**src/rtl/demux_drive_ctrl.sv**
```systemverilog
// -----------------------------------------------------------------------------
// demux_drive_ctrl
//
// Sequencer in front of a 4-way NAND-gate demultiplexer slice. Requests
// (data bit, destination lane) are accepted over a valid/ready handshake,
// buffered in a small FIFO, and presented to the demux with break-before-make
// timing. The select lines only change while the demux data input is low, so
// the gate-level slice never glitches onto an unintended lane.
//
// Handshake: a request transfers on a rising edge where in_valid && in_ready.
// in_ready depends only on the registered occupancy (count < DEPTH), never on
// in_valid. The producer holds in_data/in_dest stable while in_valid is high.
//
// Parameters:
//   DEPTH      FIFO entries (power of 2, >= 2)
//   HOLD       cycles dmx_a is asserted per entry (>= 1)
//
// Ports:
//   clk        single clock, rising edge
//   rst_n      asynchronous active-low reset
//   in_valid   request valid
//   in_ready   FIFO can accept (count < DEPTH)
//   in_data    bit to steer
//   in_dest    destination lane 0..3
//   dmx_a      registered demux data input
//   dmx_s      registered demux select
//   done       one-cycle pulse when an entry finishes its drive phase
//   busy       FSM not idle, or FIFO not empty
//   count      FIFO occupancy
//   scan_req   lamp-test sweep request (only with DEMUX_SCAN_EN)
//   dbg_state  current FSM state, for observation only
//
// Optional feature: define DEMUX_SCAN_EN to add the scan_req input and the
// lamp-test sweep states. With the macro undefined the block has no scan
// logic at all.
// -----------------------------------------------------------------------------
module demux_drive_ctrl #(
  parameter int DEPTH = 4,
  parameter int HOLD  = 1
) (
  input  logic                   clk,
  input  logic                   rst_n,
  input  logic                   in_valid,
  output logic                   in_ready,
  input  logic                   in_data,
  input  logic [1:0]             in_dest,
  output logic                   dmx_a,
  output logic [1:0]             dmx_s,
  output logic                   done,
  output logic                   busy,
  output logic [$clog2(DEPTH):0] count,
`ifdef DEMUX_SCAN_EN
  input  logic                   scan_req,
`endif
  output logic [2:0]             dbg_state
);

  localparam int AW = $clog2(DEPTH);
  localparam int CW = AW + 1;
  // Hold counter counts down from HOLD-1 to 0; keep at least one bit.
  localparam int HW = (HOLD > 1) ? $clog2(HOLD) : 1;

  localparam logic [2:0] ST_IDLE       = 3'd0;
  localparam logic [2:0] ST_SETUP      = 3'd1;
  localparam logic [2:0] ST_DRIVE      = 3'd2;
`ifdef DEMUX_SCAN_EN
  localparam logic [2:0] ST_SCAN_SETUP = 3'd3;
  localparam logic [2:0] ST_SCAN_DRIVE = 3'd4;
`endif

  // ---------------------------------------------------------------------------
  // FIFO storage: entry = {data, dest}
  // ---------------------------------------------------------------------------
  logic [2:0]    mem_q [DEPTH];
  logic [AW-1:0] wr_ptr_q;
  logic [AW-1:0] rd_ptr_q;
  logic [CW-1:0] count_q;
  logic [CW-1:0] count_d;
  logic          push;
  logic          pop;
  logic [2:0]    head;

  assign in_ready = (count_q < CW'(DEPTH));
  assign push     = in_valid && in_ready;
  assign head     = mem_q[rd_ptr_q];

  // Contents are don't-care after reset, so the array carries no reset.
  always_ff @(posedge clk) begin
    if (push) begin
      mem_q[wr_ptr_q] <= {in_data, in_dest};
    end
  end

  always_comb begin
    count_d = count_q;
    case ({push, pop})
      2'b10:   count_d = count_q + 1'b1;
      2'b01:   count_d = count_q - 1'b1;
      default: count_d = count_q;
    endcase
  end

  // Pointers are AW bits wide and DEPTH is a power of 2, so the natural
  // binary overflow gives the modulo-DEPTH wrap.
  always_ff @(posedge clk or negedge rst_n) begin
    if (!rst_n) begin
      wr_ptr_q <= '0;
      rd_ptr_q <= '0;
      count_q  <= '0;
    end else begin
      if (push) begin
        wr_ptr_q <= wr_ptr_q + 1'b1;
      end
      if (pop) begin
        rd_ptr_q <= rd_ptr_q + 1'b1;
      end
      count_q <= count_d;
    end
  end

  // ---------------------------------------------------------------------------
  // Sequencer FSM
  // ---------------------------------------------------------------------------
  logic [2:0]    state_q, state_d;
  logic          dmx_a_q, dmx_a_d;
  logic [1:0]    dmx_s_q, dmx_s_d;
  logic          done_q,  done_d;
  logic [HW-1:0] hold_q,  hold_d;
  logic          data_q,  data_d;   // data bit of the entry being presented
`ifdef DEMUX_SCAN_EN
  logic [1:0]    lane_q,  lane_d;   // lane being lit during the sweep
`endif

  always_comb begin
    state_d = state_q;
    dmx_a_d = dmx_a_q;
    dmx_s_d = dmx_s_q;
    done_d  = 1'b0;
    hold_d  = hold_q;
    data_d  = data_q;
    pop     = 1'b0;
`ifdef DEMUX_SCAN_EN
    lane_d  = lane_q;
`endif

    case (state_q)
      ST_IDLE: begin
        dmx_a_d = 1'b0;
        if (count_q != '0) begin
          // dmx_a is already low, so the select may move on this edge.
          pop     = 1'b1;
          dmx_s_d = head[1:0];
          data_d  = head[2];
          state_d = ST_SETUP;
        end
`ifdef DEMUX_SCAN_EN
        else if (scan_req) begin
          lane_d  = 2'd0;
          dmx_s_d = 2'd0;
          state_d = ST_SCAN_SETUP;
        end
`endif
      end

      ST_SETUP: begin
        // One settle cycle with the new select and a low data input.
        dmx_a_d = data_q;
        hold_d  = HW'(HOLD - 1);
        state_d = ST_DRIVE;
      end

      ST_DRIVE: begin
        if (hold_q == '0) begin
          // dmx_a falls on this edge, so loading the next select here
          // still respects break-before-make.
          dmx_a_d = 1'b0;
          done_d  = 1'b1;
          if (count_q != '0) begin
            pop     = 1'b1;
            dmx_s_d = head[1:0];
            data_d  = head[2];
            state_d = ST_SETUP;
          end else begin
            state_d = ST_IDLE;
          end
        end else begin
          hold_d = hold_q - 1'b1;
        end
      end

`ifdef DEMUX_SCAN_EN
      ST_SCAN_SETUP: begin
        dmx_a_d = 1'b1;
        hold_d  = HW'(HOLD - 1);
        state_d = ST_SCAN_DRIVE;
      end

      ST_SCAN_DRIVE: begin
        if (hold_q == '0) begin
          dmx_a_d = 1'b0;
          if (lane_q == 2'd3) begin
            // Queued requests are picked up from IDLE on the next edge.
            state_d = ST_IDLE;
          end else begin
            lane_d  = lane_q + 2'd1;
            dmx_s_d = lane_q + 2'd1;
            state_d = ST_SCAN_SETUP;
          end
        end else begin
          hold_d = hold_q - 1'b1;
        end
      end
`endif

      default: begin
        dmx_a_d = 1'b0;
        state_d = ST_IDLE;
      end
    endcase
  end

  always_ff @(posedge clk or negedge rst_n) begin
    if (!rst_n) begin
      state_q <= ST_IDLE;
      dmx_a_q <= 1'b0;
      dmx_s_q <= 2'd0;
      done_q  <= 1'b0;
      hold_q  <= '0;
      data_q  <= 1'b0;
`ifdef DEMUX_SCAN_EN
      lane_q  <= 2'd0;
`endif
    end else begin
      state_q <= state_d;
      dmx_a_q <= dmx_a_d;
      dmx_s_q <= dmx_s_d;
      done_q  <= done_d;
      hold_q  <= hold_d;
      data_q  <= data_d;
`ifdef DEMUX_SCAN_EN
      lane_q  <= lane_d;
`endif
    end
  end

  assign dmx_a     = dmx_a_q;
  assign dmx_s     = dmx_s_q;
  assign done      = done_q;
  assign count     = count_q;
  assign busy      = (state_q != ST_IDLE) || (count_q != '0);
  assign dbg_state = state_q;

endmodule

```
**config.mk**
```make
export PLATFORM = sky130hd
export DESIGN_NAME = demux_drive_ctrl
export DESIGN_NICKNAME = d
export VERILOG_FILES = /design/src/rtl/demux_drive_ctrl.sv
export SDC_FILE = /design/constraint.sdc
export NUM_CORES = 1
export LEC_CHECK = 0
export CELL_PAD_IN_SITES_DETAIL_PLACEMENT = 0
export CELL_PAD_IN_SITES_GLOBAL_PLACEMENT = 1
export CORE_UTILIZATION = 31
export CTS_CLUSTER_DIAMETER = 100
export DETAILED_ROUTE_END_ITERATION = 6
export PLACE_DENSITY = 0.56
export SYNTH_ARGS = -nofsm -noshare
export SYNTH_HDL_FRONTEND = slang
export SYNTH_SLANG_ARGS = --single-unit
```
**constraint.sdc**
```tcl
create_clock -name clk -period 2.08 [get_ports clk]
set_clock_uncertainty 0.1 [all_clocks]
set_input_delay 0.312 -clock clk [delete_from_list [all_inputs] [get_ports clk]]
set_output_delay 0.312 -clock clk [all_outputs]
set_load 0.05 [all_outputs]
```
Yosys cells after proc, flatten, opt, wreduce, memory -nomap -nowiden
Memories as Yosys holds them, arrays and structs flattened.
Cells that the tools add are included.
- memories: 1
- logic and storage cells: 54
- RAM bits: 12
- bits in registers: 16
- add/sub/neg operators: 5
- equality and inequality tests: 6
- reduce and logical (&&, ||, !) cells: 10
- magnitude comparators: 1
- multiplexer cells: 22
- memories (name ; depth ; bits a word ; rd ports ; clocked after memory_dff ; write ports ; RTL line ; RTL):
    mem_q ; 4 ; 3 ; 1 ; 0 ; 1 ; 74 ; logic [2:0] mem_q [DEPTH];
- operators with widths (operator ; count):
    2-to-1 mux 1 bit ; 11
    case mux 3 bit (3 select lines) ; 1
    case mux 1 bit (2 select lines) ; 4
    2-to-1 mux 3 bit ; 2
    case mux 3 bit (2 select lines) ; 1
    nonzero test 2 bit ; 3
    nonzero test 3 bit ; 2
    adder 2 x 1 -> 2 bit (second input constant) ; 2
    2-to-1 mux 2 bit ; 2
    inequality test 2 bit (second input constant) ; 2
    case mux 2 bit (2 select lines) ; 1
    AND reduction 2 bit ; 2
    adder 3 x 1 -> 3 bit (second input constant) ; 1
    equality test 3 x 1 -> 1 bit (second input constant) ; 1
    equality test 3 x 2 -> 1 bit (second input constant) ; 1
    logical NOT 3 bit ; 1
    < comparator 3 bit (second input constant) ; 1
    subtractor 3 x 1 -> 3 bit (second input constant) ; 1
    equality test 2 x 1 -> 1 bit (second input constant) ; 1
    equality test 2 bit (second input constant) ; 1
    logical AND 1 bit ; 1
    logical OR 1 bit ; 1
    subtractor 1 bit (second input constant) ; 1

Depth between registers and ports, before layout
- word-level depth: 6
- gate-level depth with buffers: 9
- gate-level depth less buffers: 8

Worst setup path before layout
OpenSTA, ideal clock, no wires.
- path type: flip-flop to flip-flop
- start point: register count_q[0], in the netlist count[0]
- end point: register count_q[2], in the netlist count[2]
- path slack: -120 ps
- stages on the path, launching flop included: 9
- buffers on the path: 0
- data arrival time: 1961 ps
- setup time: 139 ps
- path through: dfrtp_1 -> nor3_2 -> nor2_2 -> ha_1 -> inv_1 -> fa_1 -> xor2_1 -> nor2_1 -> xnor2_1
- cells in the longest elaborated chain, start to end: 6
- elaborated cells on any way between the ends: 12
- ends and longest elaborated chain (element ; RTL line ; RTL):
    from (decl) ; 77 ; logic [CW-1:0] count_q;
    from (signal assigned) ; 117 ; count_q <= count_d;
    nonzero test 3 bit * ; 149, 178 ;
    2-to-1 mux 1 bit * ; 149, 178 ;
    2-to-1 mux 1 bit ; 173 ; if (hold_q == '0) begin
    case mux 1 bit (2 select lines) * ; 146 ; case (state_q)
    net pop ; 80 ; logic pop;
    equality test 2 x 1 -> 1 bit or equality test 2 bit (tied branches) ; 96 ; case ({push, pop})
    case mux 3 bit (2 select lines) or nonzero test 2 bit (tied branches) ; -- ;
The timed path passes the listed nets; every way through them passes the cells marked *.
A chain may end at the register's enable or synchronous reset.

Final worst setup path
- start point: register count_q[2], in the netlist count[2]
- end point: output port count[2]
- RTL lines (element ; RTL line ; RTL):
    to (decl) ; 51 ; output logic [$clog2(DEPTH):0] count,
No word-level cell between the ends.

==> summary.md <==
| Metric | Value |
|---|---|
| Status | `finished, final reports clean` |
| Ys async rst share | `53.8%` |
| GR Overflow Total | `0` |
| Row count | `21` |
| Gate count after technology mapping | `72` |
| Root buf cell | `clkbuf_4` |
| CTS sink cnt | `26` |
| FF/Latch Area | `roughly 700 sq um` |
| Die H | `a little over 60 um` |
| Area growth syn-to-layout | `27.4%` |
| Multi-input gate area | `roughly 360 sq um` |
| Total iterations of the first detailed-routing run | `2` |
| Crit end category | `output port` |
| Final ANT Viol Nets | `0` |
| FF-to-FF setup slack | `around 330 ps` |
| Crit-path max FO | `4` |
| EDFF count, synth | `12` |
| Drt total wl | `1620 um` |
| Max Cap Violations | `0` |
| Syn Std Cell Area | `1110 sq um` |
| Post-synthesis sequential area ratio | `63.9%` |
| Largest stage delay, worst path | `810 ps` |
| IO Count | `18` |
| Final nets | `~110` |
| Largest net degree at the start of global routing | `16` |
| Initial antenna violation count | `0` |
| Max Root-Sink Buffers | `2` |
| Yosys warnings | `0` |
| Main synth FF type | `dfrtp_1` |
| FF-to-FF End | `count[2]$_DFFE_PN0P_` |
| Filler cells | `324` |
| Final Cell Area | `roughly 1400 sq um` |
| Vias | `579` |
| Worst-Skew Late Latency | `320 ps` |
| Clk slew on worst S/H paths | `150 ps` |
| Initial Utilization | `32.8%` |
| DRC viols | `0` |
| Fin Setup TNS | `0 ps` |
| Global-route wire length before repair | `about 2700 um` |
| Worst Path Arrival | `approximately 1500 ps` |
| Port Buf Inserts | `16` |
| Share of cells above drive strength 1 | `21.9%` |
| Die Wd | `slightly above 60 um` |
| Vias/cell | `4.08` |
| Crit-path slowest cell | `clkdlybuf4s50_1` |
| Post-synthesis register bit count | `26` |
| CP cell instances | `clkdlybuf4s50_1` |
| Syn Area/Cell | `15.4 sq um` |
| F_max | `between 500 and 600 MHz` |
| # diodes | `0` |
| Mapped Nets | `84` |
| Vias in the first global route | `between 500 and 600` |
| Crit path required time | `1670 ps` |
| Final Max Tran Viols | `0` |
| Die Area | `3830 sq um` |
| Cts bufs inserted | `3` |
| Post-DP Area | `1360 sq um` |
| Final Hold Viols | `0` |
| Post-synth cell types | `21` |
| Tcrit/Tclk final | `between 90% and 100%` |
| Total track usage | `a little over a tenth` |
| Critical path type | `reg -> out` |
| RSZ-0062 raised after global routing | `false` |
| Post-layout min period | `1940 ps` |
| WP buf/inv | `1` |
| Final HPWL DP | `approximately 1300 um` |
| CTS tree | `done` |
| Worst r2r src | `count[0]$_DFFE_PN0P_` |
| Worst hold slack | `158 ps` |
| Startpoint Class | `register` |
| Endpoints failing setup | `0` |
| WL/cell | `11.4 um` |
| Core footprint | `about 3400 sq um` |
| Final Wtd Congestion | `roughly 0.58` |
| H-tree levels | `1` |
| Hold crit path type | `in -> async` |
| Reg2Reg Depth | `8` |
| Crit-path leading delay family | `buffers and inverters` |
| Drt initial violations | `15` |
layout make-up:
cell class | count | area share (%)
Clock inverter | 1 | 2.12
Timing Repair Buffer | 22 | 14.3
Tap cell | 46 | 4.06
Multi-Input combinational cell | 37 | 25.7
Clock buffer | 3 | 1.59
Inverter | 7 | 1.85
Sequential cell | 26 | 50.4
per-stage QoR:
| step | instances | utilization [%] | setup slack [ps] |
|---|---|---|---|
| floorplan | 72 | - | 7.01 |
| global placement | 138 | 40.2 | 63.5 |
| detailed placement | 138 | 40.2 | 35.0 |
| CTS | 142 | 41.7 | 0.179 |
| global route | 142 | 41.8 | 56.8 |
| finish | 142 | 41.8 | 135 |
layer usage:
layer	track usage (%)	vias up	wire [um]	part of all wire (%)
li1	-	287	-	-
met1	14.2	279	817	50
met2	15.1	11	733	45
met3	2.48	2	36	2.2
met4	7.62	0	34	2.1
met5	0	-	0	0
worst reg2reg max path, delay by kind of cell, from the launching register on:
family        cells  cell delay, ps
xor+xnor          2             270
buf+inv           1              50
simple gates      3             290
flops             1             420
fa+ha+maj         2             550
cell usage in the layout, fill, tap and decap left out, types with 5 or more instances in the layout:
| cell | count |
|---|---|
| inv_1 | 7 |
| clkdlybuf4s50_1 | 13 |
| edfxtp_1 | 12 |
| and2_1 | 5 |
| buf_4 | 8 |
| dfrtp_1 | 11 |
| ha_1 | 5 |
what timing repair did:
action,in CTS,in global routing
gates resized for setup,0,1
setup buffers,0,0
hold buffers,0,0
setup endpoints to repair,0,1
endpoints found under the hold margin,0,0
worst max-delay path by stage:
| stage | startpoint | end | depth (start not counted) |
|---|---|---|---|
| final | count[2]$_DFFE_PN0P_ | count[2] | 1 |
| after global routing | count[0]$_DFFE_PN0P_ | count[0] | 1 |
| after CTS | dbg_state[0]$_DFFE_PN0P_ | dbg_state[0] | 2 |
| after detailed placement | in_valid | count[2]$_DFFE_PN0P_ | 9 |
| after global placement | in_valid | count[2]$_DFFE_PN0P_ | 9 |
| after floorplan | dbg_state[0]$_DFFE_PN0P_ | count[2]$_DFFE_PN0P_ | 7 |
registers in the layout, summed over array words and instances (netlist names):
register and count:
wr_ptr_q 2, done 1, dbg_state 2, rd_ptr_q 2, mem_q 12, dmx_a 1, dmx_s 2, count 3
data_q 1
kinds of logic (layout without fill, tap and decap cells):
family                   after synthesis  count (layout)  synth area share (%)
flip-flops                            26              26                  63.9
AND/OR/NAND/NOR                       16              16                  8.77
buffers and inverters                  9              33                  3.37
multiplexers                           7               7                  11.0
adder cells (fa/ha/maj)                6               6                  7.42
XOR/XNOR                               6               6                  4.73
other                                  1               1                 0.337
AO/OA/AOI/OAI                          1               1                 0.450
synthesized netlist by cell type, drive strengths merged, types with 2 or more instances:
cell type	n	area, sq um
nand2	2	7.51
xor2	3	26.3
ha	5	62.6
dfrtp	14	350
nor2b	3	18.8
nor2	4	17.5
xnor2	3	26.3
inv	7	26.3
edfxtp	12	360
mux2	3	33.8
and2	5	31.3
mux4	3	78.8
Power is left out: the tool's default activity adds up to more than one toggle a clock period on the data nets, which glitch-free logic cannot reach.
